--- src/rtl/branch_resolve_unit.sv ---
// branch_resolve_unit: resolves RV32I conditional branches, JAL and JALR in a
// two-stage valid/ready pipeline (E1 compute, E2 output register). It checks
// the predicted direction and target, and produces the link value and the
// redirect PC. Supports backpressure and a synchronous flush.
// Optional feature macro: BRU_STATS_EN adds saturating handshake counters.
module branch_resolve_unit #(
  parameter int XLEN      = 32,
  parameter int ROB_TAG_W = 4
) (
  input  logic                 clk,
  input  logic                 rst,
  input  logic                 in_valid_i,
  output logic                 in_ready_o,
  input  logic [3:0]           op_i,
  input  logic [XLEN-1:0]      pc_i,
  input  logic [XLEN-1:0]      imm_i,
  input  logic [XLEN-1:0]      rs1_val_i,
  input  logic [XLEN-1:0]      rs2_val_i,
  input  logic                 pred_taken_i,
  input  logic [XLEN-1:0]      pred_target_i,
  input  logic [ROB_TAG_W-1:0] rob_tag_i,
  input  logic                 flush_i,
  output logic                 out_valid_o,
  input  logic                 out_ready_i,
  output logic [ROB_TAG_W-1:0] rob_tag_o,
  output logic                 taken_o,
  output logic [XLEN-1:0]      target_o,
  output logic [XLEN-1:0]      link_o,
  output logic [XLEN-1:0]      redirect_pc_o,
  output logic                 mispredict_o
`ifdef BRU_STATS_EN
  ,
  output logic [31:0]          stat_branches_o,
  output logic [31:0]          stat_mispred_o
`endif
);

  typedef enum logic [3:0] {
    OP_BEQ  = 4'd0,
    OP_BNE  = 4'd1,
    OP_BLT  = 4'd4,
    OP_BGE  = 4'd5,
    OP_BLTU = 4'd6,
    OP_BGEU = 4'd7,
    OP_JAL  = 4'd8,
    OP_JALR = 4'd9
  } op_e;

  // E1 stage registers
  logic                 r_e1_valid;
  logic [3:0]           r_e1_op;
  logic [XLEN-1:0]      r_e1_pc;
  logic [XLEN-1:0]      r_e1_imm;
  logic [XLEN-1:0]      r_e1_rs1;
  logic [XLEN-1:0]      r_e1_rs2;
  logic                 r_e1_pred_taken;
  logic [XLEN-1:0]      r_e1_pred_target;
  logic [ROB_TAG_W-1:0] r_e1_tag;

  // E2 (output) stage registers
  logic                 r_e2_valid;
  logic [ROB_TAG_W-1:0] r_e2_tag;
  logic                 r_e2_taken;
  logic [XLEN-1:0]      r_e2_target;
  logic [XLEN-1:0]      r_e2_link;
  logic [XLEN-1:0]      r_e2_redirect;
  logic                 r_e2_mispredict;

  // E1 combinational results
  logic                 w_e2_free;
  logic                 w_e1_free;
  logic                 w_taken;
  logic [XLEN-1:0]      w_jalr_sum;
  logic [XLEN-1:0]      w_target;
  logic [XLEN-1:0]      w_link;
  logic                 w_mispredict;

  // Advance conditions: a stage may load when it is empty or its contents leave
  assign w_e2_free  = !r_e2_valid || out_ready_i;
  assign w_e1_free  = !r_e1_valid || w_e2_free;
  assign in_ready_o = w_e1_free;

  // Resolve direction, targets and misprediction from the E1 registers
  always_comb begin
    // NOTE: every always_comb output gets a default first so no path can infer a latch.
    w_taken    = 1'b0;
    w_jalr_sum = r_e1_rs1 + r_e1_imm;
    w_target   = r_e1_pc + r_e1_imm;
    w_link     = r_e1_pc + XLEN'(4);
    case (r_e1_op)
      OP_BEQ:  w_taken = (r_e1_rs1 == r_e1_rs2);
      OP_BNE:  w_taken = (r_e1_rs1 != r_e1_rs2);
      OP_BLT:  w_taken = ($signed(r_e1_rs1) <  $signed(r_e1_rs2));
      OP_BGE:  w_taken = ($signed(r_e1_rs1) >= $signed(r_e1_rs2));
      OP_BLTU: w_taken = (r_e1_rs1 <  r_e1_rs2);
      OP_BGEU: w_taken = (r_e1_rs1 >= r_e1_rs2);
      OP_JAL:  w_taken = 1'b1;
      OP_JALR: begin
        w_taken  = 1'b1;
        w_target = {w_jalr_sum[XLEN-1:1], 1'b0};
      end
      default: w_taken = 1'b0;  // reserved ops resolve not-taken
    endcase
    w_mispredict = (w_taken != r_e1_pred_taken) ||
                   (w_taken && r_e1_pred_taken && (w_target != r_e1_pred_target));
  end

  // E1 register: capture an accepted op; flush drops both held and offered ops
  always_ff @(posedge clk or negedge rst) begin
    // NOTE: payload registers are reset too, because the outputs must read zero after reset.
    if (!rst) begin
      r_e1_valid       <= 1'b0;
      r_e1_op          <= '0;
      r_e1_pc          <= '0;
      r_e1_imm         <= '0;
      r_e1_rs1         <= '0;
      r_e1_rs2         <= '0;
      r_e1_pred_taken  <= 1'b0;
      r_e1_pred_target <= '0;
      r_e1_tag         <= '0;
    end else begin
      // NOTE: sequential state uses non-blocking assignments so every register samples pre-edge values.
      if (flush_i)        r_e1_valid <= 1'b0;
      else if (w_e1_free) r_e1_valid <= in_valid_i;
      if (!flush_i && w_e1_free && in_valid_i) begin
        r_e1_op          <= op_i;
        r_e1_pc          <= pc_i;
        r_e1_imm         <= imm_i;
        r_e1_rs1         <= rs1_val_i;
        r_e1_rs2         <= rs2_val_i;
        r_e1_pred_taken  <= pred_taken_i;
        r_e1_pred_target <= pred_target_i;
        r_e1_tag         <= rob_tag_i;
      end
    end
  end

  // E2 register: take the E1 result when free, hold it stable under backpressure
  always_ff @(posedge clk or negedge rst) begin
    if (!rst) begin
      r_e2_valid      <= 1'b0;
      r_e2_tag        <= '0;
      r_e2_taken      <= 1'b0;
      r_e2_target     <= '0;
      r_e2_link       <= '0;
      r_e2_redirect   <= '0;
      r_e2_mispredict <= 1'b0;
    end else begin
      if (flush_i)        r_e2_valid <= 1'b0;
      else if (w_e2_free) r_e2_valid <= r_e1_valid;
      if (!flush_i && w_e2_free && r_e1_valid) begin
        r_e2_tag        <= r_e1_tag;
        r_e2_taken      <= w_taken;
        r_e2_target     <= w_target;
        r_e2_link       <= w_link;
        r_e2_redirect   <= w_taken ? w_target : w_link;
        r_e2_mispredict <= w_mispredict;
      end
    end
  end

  assign out_valid_o   = r_e2_valid;
  assign rob_tag_o     = r_e2_tag;
  assign taken_o       = r_e2_taken;
  assign target_o      = r_e2_target;
  assign link_o        = r_e2_link;
  assign redirect_pc_o = r_e2_redirect;
  assign mispredict_o  = r_e2_mispredict;

`ifdef BRU_STATS_EN
  logic [31:0] r_stat_branches;
  logic [31:0] r_stat_mispred;

  // Saturating counters of delivered results; flush does not clear them
  always_ff @(posedge clk or negedge rst) begin
    if (!rst) begin
      r_stat_branches <= '0;
      r_stat_mispred  <= '0;
    end else if (r_e2_valid && out_ready_i) begin
      if (r_stat_branches != 32'hFFFF_FFFF) r_stat_branches <= r_stat_branches + 32'd1;
      if (r_e2_mispredict && (r_stat_mispred != 32'hFFFF_FFFF))
        r_stat_mispred <= r_stat_mispred + 32'd1;
    end
  end

  assign stat_branches_o = r_stat_branches;
  assign stat_mispred_o  = r_stat_mispred;
`endif

endmodule

--- config.mk ---
export PLATFORM = sky130hd
export DESIGN_NAME = branch_resolve_unit
export DESIGN_NICKNAME = d
export VERILOG_FILES = /design/src/rtl/branch_resolve_unit.sv
export SDC_FILE = /design/constraint.sdc
export NUM_CORES = 1
export LEC_CHECK = 0
export BUFFER_PORTS_ARGS = -buffer_cell sky130_fd_sc_hd__buf_2
export CAP_MARGIN = 20
export CORE_MARGIN = 2
export CORE_UTILIZATION = 35
export CTS_CLUSTER_DIAMETER = 60
export CTS_CLUSTER_SIZE = 20
export DETAILED_ROUTE_END_ITERATION = 8
export PLACE_DENSITY = 0.58
export SLEW_MARGIN = 20
export SYNTH_ARGS = -nofsm -noshare
export SYNTH_HDL_FRONTEND = slang
export SYNTH_SLANG_ARGS = --single-unit
export TNS_END_PERCENT = 10
--- constraint.sdc ---
create_clock -name clk -period 12.1 [get_ports clk]
set_input_delay 0 -clock clk [delete_from_list [all_inputs] [get_ports clk]]
set_output_delay 0 -clock clk [all_outputs]
set_load 0.01 [all_outputs]
==> results by stage, run 1 <==
Outcome:
- The run finished with clean final reports.

Cells and area:
- The final instance area is around 0.022 mm2.
- The commonest non-fill, non-tap cell in the layout is sky130_fd_sc_hd__buf_2.
- The layout has 4506 filler cells.
- Cells fill 45.3% of the core in the end.
- The count of non-filler cells in the finished layout is about 2800.
- The ratio of cells with drive above 1 in the final layout is between 20% and 30%.
- Leaving out fill and tap cells, the most frequent cells in the layout are 276 x sky130_fd_sc_hd__buf_2, 273 x sky130_fd_sc_hd__dfrtp_1, 226 x sky130_fd_sc_hd__nand2_1, 190 x sky130_fd_sc_hd__mux2_2, 174 x sky130_fd_sc_hd__dlygate4sd3_1.
- At the end of the flow, the number of nets in the layout was 2428.
- The number of antenna cells inserted is 0.
- The area added between synthesis and finish is 27.7%.

CTS:
- Clock tree synthesis found a total of 273 sinks.
- The H-tree depth is 1.
- The latest clock arrival within the worst-skew pair is 0.58 ns.
- Clock-pin slew was measured on the worst setup and hold paths at around 0.080 ns.
- The number of gates resized after CTS is 0.
- The clock tree from TritonCTS is done.
- The number of buffers between clock root and the deepest sink is 3.
- The cell sitting at the root of the clock tree is a sky130_fd_sc_hd__clkbuf_16.
- The number of buffers inserted by post-CTS setup repair is 0.
- After clock tree synthesis, the flow added hold-fix buffers numbering approximately 170.
- The total clock buffers created by CTS is 27.

Logic synthesis:
- Measured against the total synthesized area, the mux share comes to between 10 and 15%.
- The net count of the mapped netlist is ~2000.
- The average cell area after synthesis is 9.67 um2.
- The number of flip-flops and latches in the synthesized netlist is about 270.
- The number of enable-type register cells in the synthesized netlist is 0.
- After synthesis, the netlist uses slightly above 80 different library cells.
- The async set-reset flop share out of synthesis is 100%.
- The synthesized netlist devotes between 10% and 20% of its cell area to simple gates.
- The share of the synthesized area in the top cell type is 40.3%.
- The compound-cell area share of the yosys netlist is between 10 and 15%.
- The most area-hungry cell type in the Yosys netlist is sky130_fd_sc_hd__dfrtp_1.
- The dominant combinational cell family by area after synthesis is simple AND/OR/NAND/NOR gates.
- The netlist area before placement is between 0.015 and 0.02 mm2.
- The flip-flop cell with the highest count after synthesis is sky130_fd_sc_hd__dfrtp_1.
- The total of warnings raised by yosys is 0.
- The synthesized netlist devotes 7.18% of its cell area to adder and majority cells.
- Of the total synthesized cell area, the portion taken by XOR and XNOR cells is under 10%.
- After synthesis, the cell types taking the most area are sky130_fd_sc_hd__dfrtp_1 40%, sky130_fd_sc_hd__mux2_2 13%, sky130_fd_sc_hd__ha_1 6.9%, sky130_fd_sc_hd__nand2_1 5.0%, sky130_fd_sc_hd__o21ai_0 3.8%.
- The portion of the post-synthesis area used by sequential elements is 40.3%.
- The number of standard cells after synthesis is between 1500 and 2000.

GRT:
- For this run the aggregate overflow at the end of global routing stands at 0.
- The number of antenna violations at the first check in global routing was 1.
- The pin count of the biggest net entering global routing is 170.
- Global routing consumed, over all layers together, around 22% of the routing resources.
- The via count of the first global-routing pass is 14700.
- The first global-routing pass estimated roughly 86000 um of wire.

Power:
- The worst ir drop on vdd is 0.0917 mV.
- In this run the static leakage power is 9.87 nW.
- Total power for the finished layout comes to 3.95 mW.
- The power per cell area is roughly 180 mW/mm2.

Placement:
- The number of placed cells counting well taps is around 2600.
- The post-placement worst setup slack is roughly 7.4 ns.
- After detailed placement, the total cell area comes to ~0.019 mm2.
- Port buffering added approximately 280 buffers.
- Detailed placement finished with a half-perimeter wire length of roughly 43000 um.
- At the end of routability-driven placement, the weighted congestion stood at ~0.87.

Worst setup path:
- The required time of the worst setup path is roughly 13 ns.
- The sort of element at the end of the critical path is a flip-flop.
- The minimum setup slack among reg-to-reg paths is between 7 and 8 ns.
- The startpoint type of the worst setup path is a flip-flop.
- The data arrival time of the worst path is between 5 and 6 ns.
- The setup path with the least slack is of type flip-flop to flip-flop.
- Along the worst path, the maximum fanout reaches 4.

Floorplan:
- The width of the die is ~220 um.
- The floorplan has 80 rows.
- The die covers between 0.05 and 0.06 mm2.
- The number of placed I/O pins is ~280.
- The initial utilization of the core area, before any placement, comes to between 30 and 40%.
- From bottom edge to top edge, the die measures between 200 and 250 um.
- The area of the placeable core is 0.0477 mm2.

Detailed routing:
- After the first detailed-routing iteration, the DRC count stood at between 1000 and 1500.
- After detailed routing, the total wire length is about 56000 um.
- The detail route stage leaves a number of antenna-violating nets equal to 0.
- The overall via count from detail_route is about 15000.
- The final routed DRC violation total is 0.
- The per-cell routed wire length is 20.1 um.
- Using the TritonRoute via totals, the vias-per-cell ratio works out to between 5 and 6.
- The total iterations of the first detailed-routing run is 5.

Timing:
- The top achievable clock speed is between 200 and 250 MHz.
- The max-slew violation total from the final report is 0.
- Across all hold checks on the routed design, the worst slack comes to between 0.06 and 0.07 ns.
- After layout, the minimum clock period comes to 4.73 ns.
- The worst pin sits at a relative slew slack of under 10%.
- For the pin with the worst max-slew slack, the measured transition is roughly 1.4 ns.
- The number of hold-slack violations in the final timing report is 0.
- Between clock sinks in the finished design, the worst skew comes to 0.0145 ns.
- The worst path uses 39.1% of the clock period.
- Setup repair after global routing left no endpoint under its margin.
- Summed over all failing endpoints, the final setup total negative slack is 0 ns.
- The final number of setup-violating endpoints is 0.
- The post-layout worst setup margin is approximately 7.4 ns.

Hold path:
- The path class of the tightest hold or removal check is primary input to asynchronous set/reset pin.

Run:
- Max-cap violations in this run came to 0.
-- path summary, 6_finish.rpt --
path	startpoint	to	cells past startpoint
worst max-delay path	r_e1_imm[0]$_DFFE_PN0P_	mispredict_o$_DFFE_PN0P_	13
worst min-delay path	rst	link_o[3]$_DFFE_PN0P_	2
worst max register to register	r_e1_imm[0]$_DFFE_PN0P_	mispredict_o$_DFFE_PN0P_	13
worst min register to register	redirect_pc_o[16]$_DFFE_PN0P_	redirect_pc_o[16]$_DFFE_PN0P_	2
max in group asynchronous	rst	r_e1_rs1[24]$_DFFE_PN0P_	4
min in group clk	imm_i[19]	r_e1_imm[19]$_DFFE_PN0P_	3
-- worst max-delay path, cell delays in order, from the launching register on --
cell and delay [ns]:
sky130_fd_sc_hd__dfrtp_1 0.44, sky130_fd_sc_hd__and2_1 0.19, sky130_fd_sc_hd__fa_1 0.40, sky130_fd_sc_hd__a21o_1 0.21, sky130_fd_sc_hd__a221oi_2 0.46, sky130_fd_sc_hd__nor3_2 0.14
sky130_fd_sc_hd__or2_4 0.31, sky130_fd_sc_hd__xor2_1 0.36, sky130_fd_sc_hd__mux2i_1 0.27, sky130_fd_sc_hd__a221o_1 0.39, sky130_fd_sc_hd__or4_1 0.51, sky130_fd_sc_hd__or4b_1 0.52
sky130_fd_sc_hd__nor4_1 0.33, sky130_fd_sc_hd__nor2_1 0.07
-- synthesized netlist by cell type (all sizes together) (25+ instances only) --
cell type,count
clkbuf,67
xnor2,47
nand2,226
o21ai,135
mux2i,28
inv,60
ha,94
nand3,40
nand4,42
mux2,190
a21oi,92
a21o,25
nor3,28
xor2,42
nor2,102
dfrtp,273
-- cells by family (layout without fill, tap and decap cells) --
| group | Yosys count | count (layout) |
|---|---|---|
| DFF | 273 | 273 |
| muxes | 218 | 218 |
| and+or+nand+nor | 539 | 539 |
| buffers and inverters | 146 | 572 |
| xor gates and xnor gates | 93 | 93 |
| AOI/OAI and AO/OA | 388 | 388 |
| adders and majority gates | 96 | 96 |
-- where the power goes --
part	switching [mW]	internal (mW)
Combinational	1.00	0.726
Sequential	0.199	1.12
Clock	0.428	0.474
Total	1.63	2.32
-- metal layers --
metal / share of wire, % / wire length [um] / track usage [%]
met1: 49 / 27800 / 32.6
met2: 44 / 24800 / 34.7
met3: 4.3 / 2440 / 2.27
met4: 2.1 / 1200 / 5.44
met5: 0 / 0 / 0
-- cell type report --
class	instances	area, um2	share of cell area, %
clock inverters	20	248	1.15
multi-input cells	1334	9590	44.3
flip-flops and latches	273	6830	31.6
repair buffers	462	3250	15.0
clock buffers	30	717	3.31
well taps	615	769	3.56
inverters	60	225	1.04
-- state kept, by name (all words and copies together) (netlist names), 32 cells and up --
| signal | cells |
|---|---|
| redirect_pc_o | 32 |
| r_e1_rs2 | 32 |
| target_o | 32 |
| r_e1_rs1 | 32 |
| r_e1_pc | 32 |
| r_e1_pred_target | 32 |
| r_e1_imm | 32 |
| link_o | 32 |
(Power assumes the default switching activity.)
==> run 2: changes to the inputs <==
==> constraint.sdc (replaced) <==
create_clock -name clk -period 4.95 [get_ports clk]
set_input_delay 0 -clock clk [delete_from_list [all_inputs] [get_ports clk]]
set_output_delay 0 -clock clk [all_outputs]
set_load 0.01 [all_outputs]
==> run 2 against run 1 <==
Net effect: sequential power increased by 140%; sequential share of layout area down 0.14 points; critical path depth is the same; via count shrank 0.16%; combinational power rose by 150%; flip-flop and latch count unchanged; register-to-register slack got worse by 7.0 ns; fmax up 4.0%; final cell count grew 0.43%; clock skew grew 0.0080 ns; count of clock-buffer cells in the layout grew 1; critical path type unchanged.
==> results by stage, run 2 (synthesis gave the netlist of run 1 again) <==
CTS:
- The later pin in the worst-skew pair is clocked with a latency of between 0.5 and 0.6 ns.
- Counting along the longest clock path gives a buffer depth of 3.
- Clock tree synthesis selected as its root buffer the cell sky130_fd_sc_hd__clkbuf_16.
- The clock tree from TritonCTS is done.
- The number of gates resized after CTS is 0.
- The clock net sink count is between 200 and 300.
- The H-tree depth is 1.
- The clock input transition at the sequential cells of the worst setup and hold paths is 0.07 ns.
- TritonCTS created 28 clock buffers.

GRT:
- The first-pass GRT wire length is 86400 um.
- The via count of the first global-routing pass came to 14700.
- The total congestion overflow after global routing is 0.
- The number of antenna violations at the first check in global routing is 1.
- Entering global routing, the biggest net connects 170 pins.
- Global routing used roughly 22% of the available tracks.

Timing:
- The slew at the pin with the worst max-slew slack is around 1.1 ns.
- For the final database, setup skew stands at ~0.023 ns.
- The top achievable clock speed is about 220 MHz.
- The final number of setup-violating endpoints is 0.
- The number of hold-slack violations in the final timing report is 0.
- The minimum clock period after layout is 4.55 ns.
- Setup slack on the critical path of the routed design comes to 0.397 ns.
- The max-slew violation total from the final report is 0.
- Of the available clock period, the critical path in the final layout requires roughly nine tenths.
- In the final timing run, aggregate negative setup slack is 0 ns.
- Setup repair after global routing left no endpoint under its margin.
- The worst relative slew slack is 25.1%.

Floorplan:
- The initial utilization of the core area, before any placement, comes to roughly 35%.
- Measured along the x axis, the die boundary spans 224 um.
- The die height is 224 um.
- The total area inside the core boundary comes to 0.0477 mm2.
- The number of placed I/O pins is 278.
- The overall die area is between 0.05 and 0.06 mm2.
- The initialized floorplan defines 80 standard-cell rows.

Cells and area:
- In the layout the commonest cells are 276 x sky130_fd_sc_hd__buf_2, 273 x sky130_fd_sc_hd__dfrtp_1, 226 x sky130_fd_sc_hd__nand2_1, 190 x sky130_fd_sc_hd__mux2_2, 175 x sky130_fd_sc_hd__dlygate4sd3_1.
- The net count reported at finish is ~2400.
- The number of inserted filler cells in the final layout is between 4000 and 5000.
- The ratio of cells with drive above 1 in the final layout is 25.9%.
- The area growth from synthesis to layout is 28.2%.
- Across the whole layout, storage elements account for 0.00683 mm2.
- The multi-input logic area is roughly 0.0096 mm2.
- The commonest non-fill, non-tap cell in the layout is sky130_fd_sc_hd__buf_2.

Worst setup path:
- The data arrival time of the worst path is around 5.0 ns.
- The sort of element at the end of the critical path is a flip-flop.
- The required time of the worst setup path is 5.41 ns.
- In this run the worst path has a maximum fanout of 4.
- The cell with the largest stage delay on the worst path is sky130_fd_sc_hd__or4b_1.
- The signal on the critical path passes through and2_1, fa_1, a21o_1, a221oi_2, nor3_2, or2_4, xor2_1, mux2i_1, a221o_1, or4_1, or4b_1, nor4_1, nor2_1.
- The critical setup path kind is flip-flop to flip-flop.
- STA classifies the critical path startpoint as a flip-flop.
- For this run, the slowest stage of the critical path takes 0.55 ns.

Detailed routing:
- The per-cell routed wire length is between 20 and 25 um.
- In the routed layout, each cell is associated on average with a via count of roughly 5.3.
- For this run, design rule violations remaining after detail routing come to 0.
- The overall via count from detail_route is about 15000.
- The final wirelength is 56800 um.
- The violation count after the first detailed-routing iteration is 994.
- The detail route stage leaves a number of antenna-violating nets equal to 0.
- The first detailed-routing pass ran for 5 iterations.

Power:
- The power per cell area is roughly 450 mW/mm2.
- In this run the static leakage power is a little under 10 nW.
- The worst ir drop on vdd is 0.254 mV.

Outcome:
- The flow ran to the end, and the final reports show no timing, DRC or antenna violations.

Placement:
- The placer congestion estimate is between 0.9 and 1.
- Input and output buffers added on the ports amount to around 280.
- The post-placement worst setup slack is 0.461 ns.
- The wire-length estimate of the detail-placed layout is ~43000 um.

Hold path:
- The min-delay analysis places its worst path in the category primary input to flip-flop.

Run:
- Max-cap violations in this run came to 0.
-- run 2: power breakdown --
group	internal [mW]	switching [mW]	total, mW
Clock	1.16	1.09	2.25
Combinational	1.79	2.47	4.26
Sequential	2.75	0.475	3.22
-- run 2: worst paths after layout --
check	cells after the start	from	endpoint	slack, ns
setup / recovery	13	r_e1_imm[0]$_DFFE_PN0P_	mispredict_o$_DFFE_PN0P_	0.40
hold / removal	3	imm_i[23]	r_e1_imm[23]$_DFFE_PN0P_	0.17
min in group asynchronous	3	rst	r_e1_pred_target[4]$_DFFE_PN0P_	0.45
max in group asynchronous	4	rst	r_e1_imm[24]$_DFFE_PN0P_	3.27
setup reg to reg	13	r_e1_imm[0]$_DFFE_PN0P_	mispredict_o$_DFFE_PN0P_	0.40
hold reg to reg	2	link_o[0]$_DFFE_PN0P_	link_o[0]$_DFFE_PN0P_	0.47
-- run 2: stage by stage --
stage	cells	instance area [um2]	hold slack [ns]	total power, mW	utilization, %
5_1_grt	2805	21700	0.172	10.4	45.5
6_report	2806	21700	0.171	9.73	45.5
3_5_place_dp	2576	19000	0.00494	7.39	39.7
3_3_place_gp	2576	19000	0.0125	7.34	39.7
4_1_cts	2804	21700	0.152	9.78	45.5
2_1_floorplan	1753	16900	-0.296	5.83	-
-- run 2: final cells by class --
cell class	instances	area share, %
Antenna cell	2	0.0230
Clock buffer	31	3.47
Clock inverter	21	1.04
Inverter	60	1.04
Multi-Input combinational cell	1334	44.1
Sequential cell	273	31.4
Tap cell	615	3.54
Timing Repair Buffer	470	15.3
-- run 2: what timing repair did --
item | 4_1_cts | 5_1_grt
hold endpoints to repair | 239 | 0
hold buffers | 176 | 0
setup endpoints to repair | 0 | 0
setup buffers | 0 | 0
-- run 2: critical path: cells and delay by family (launching register included) --
kind,cells,cell delay [ns]
adders and majority gates,1,0.40
AOI/OAI and AO/OA,3,1.01
DFF,1,0.42
xor gates and xnor gates,1,0.30
and+or+nand+nor,7,2.10
muxes,1,0.20
-- run 2: routing by layer --
layer | track usage [%] | wire (um) | vias up
met5 | 0 | 0 | -
li1 | - | - | 7191
met2 | 35.2 | 25300 | 379
met1 | 32.5 | 27800 | 7262
met4 | 4.65 | 1090 | 0
met3 | 2.62 | 2620 | 68
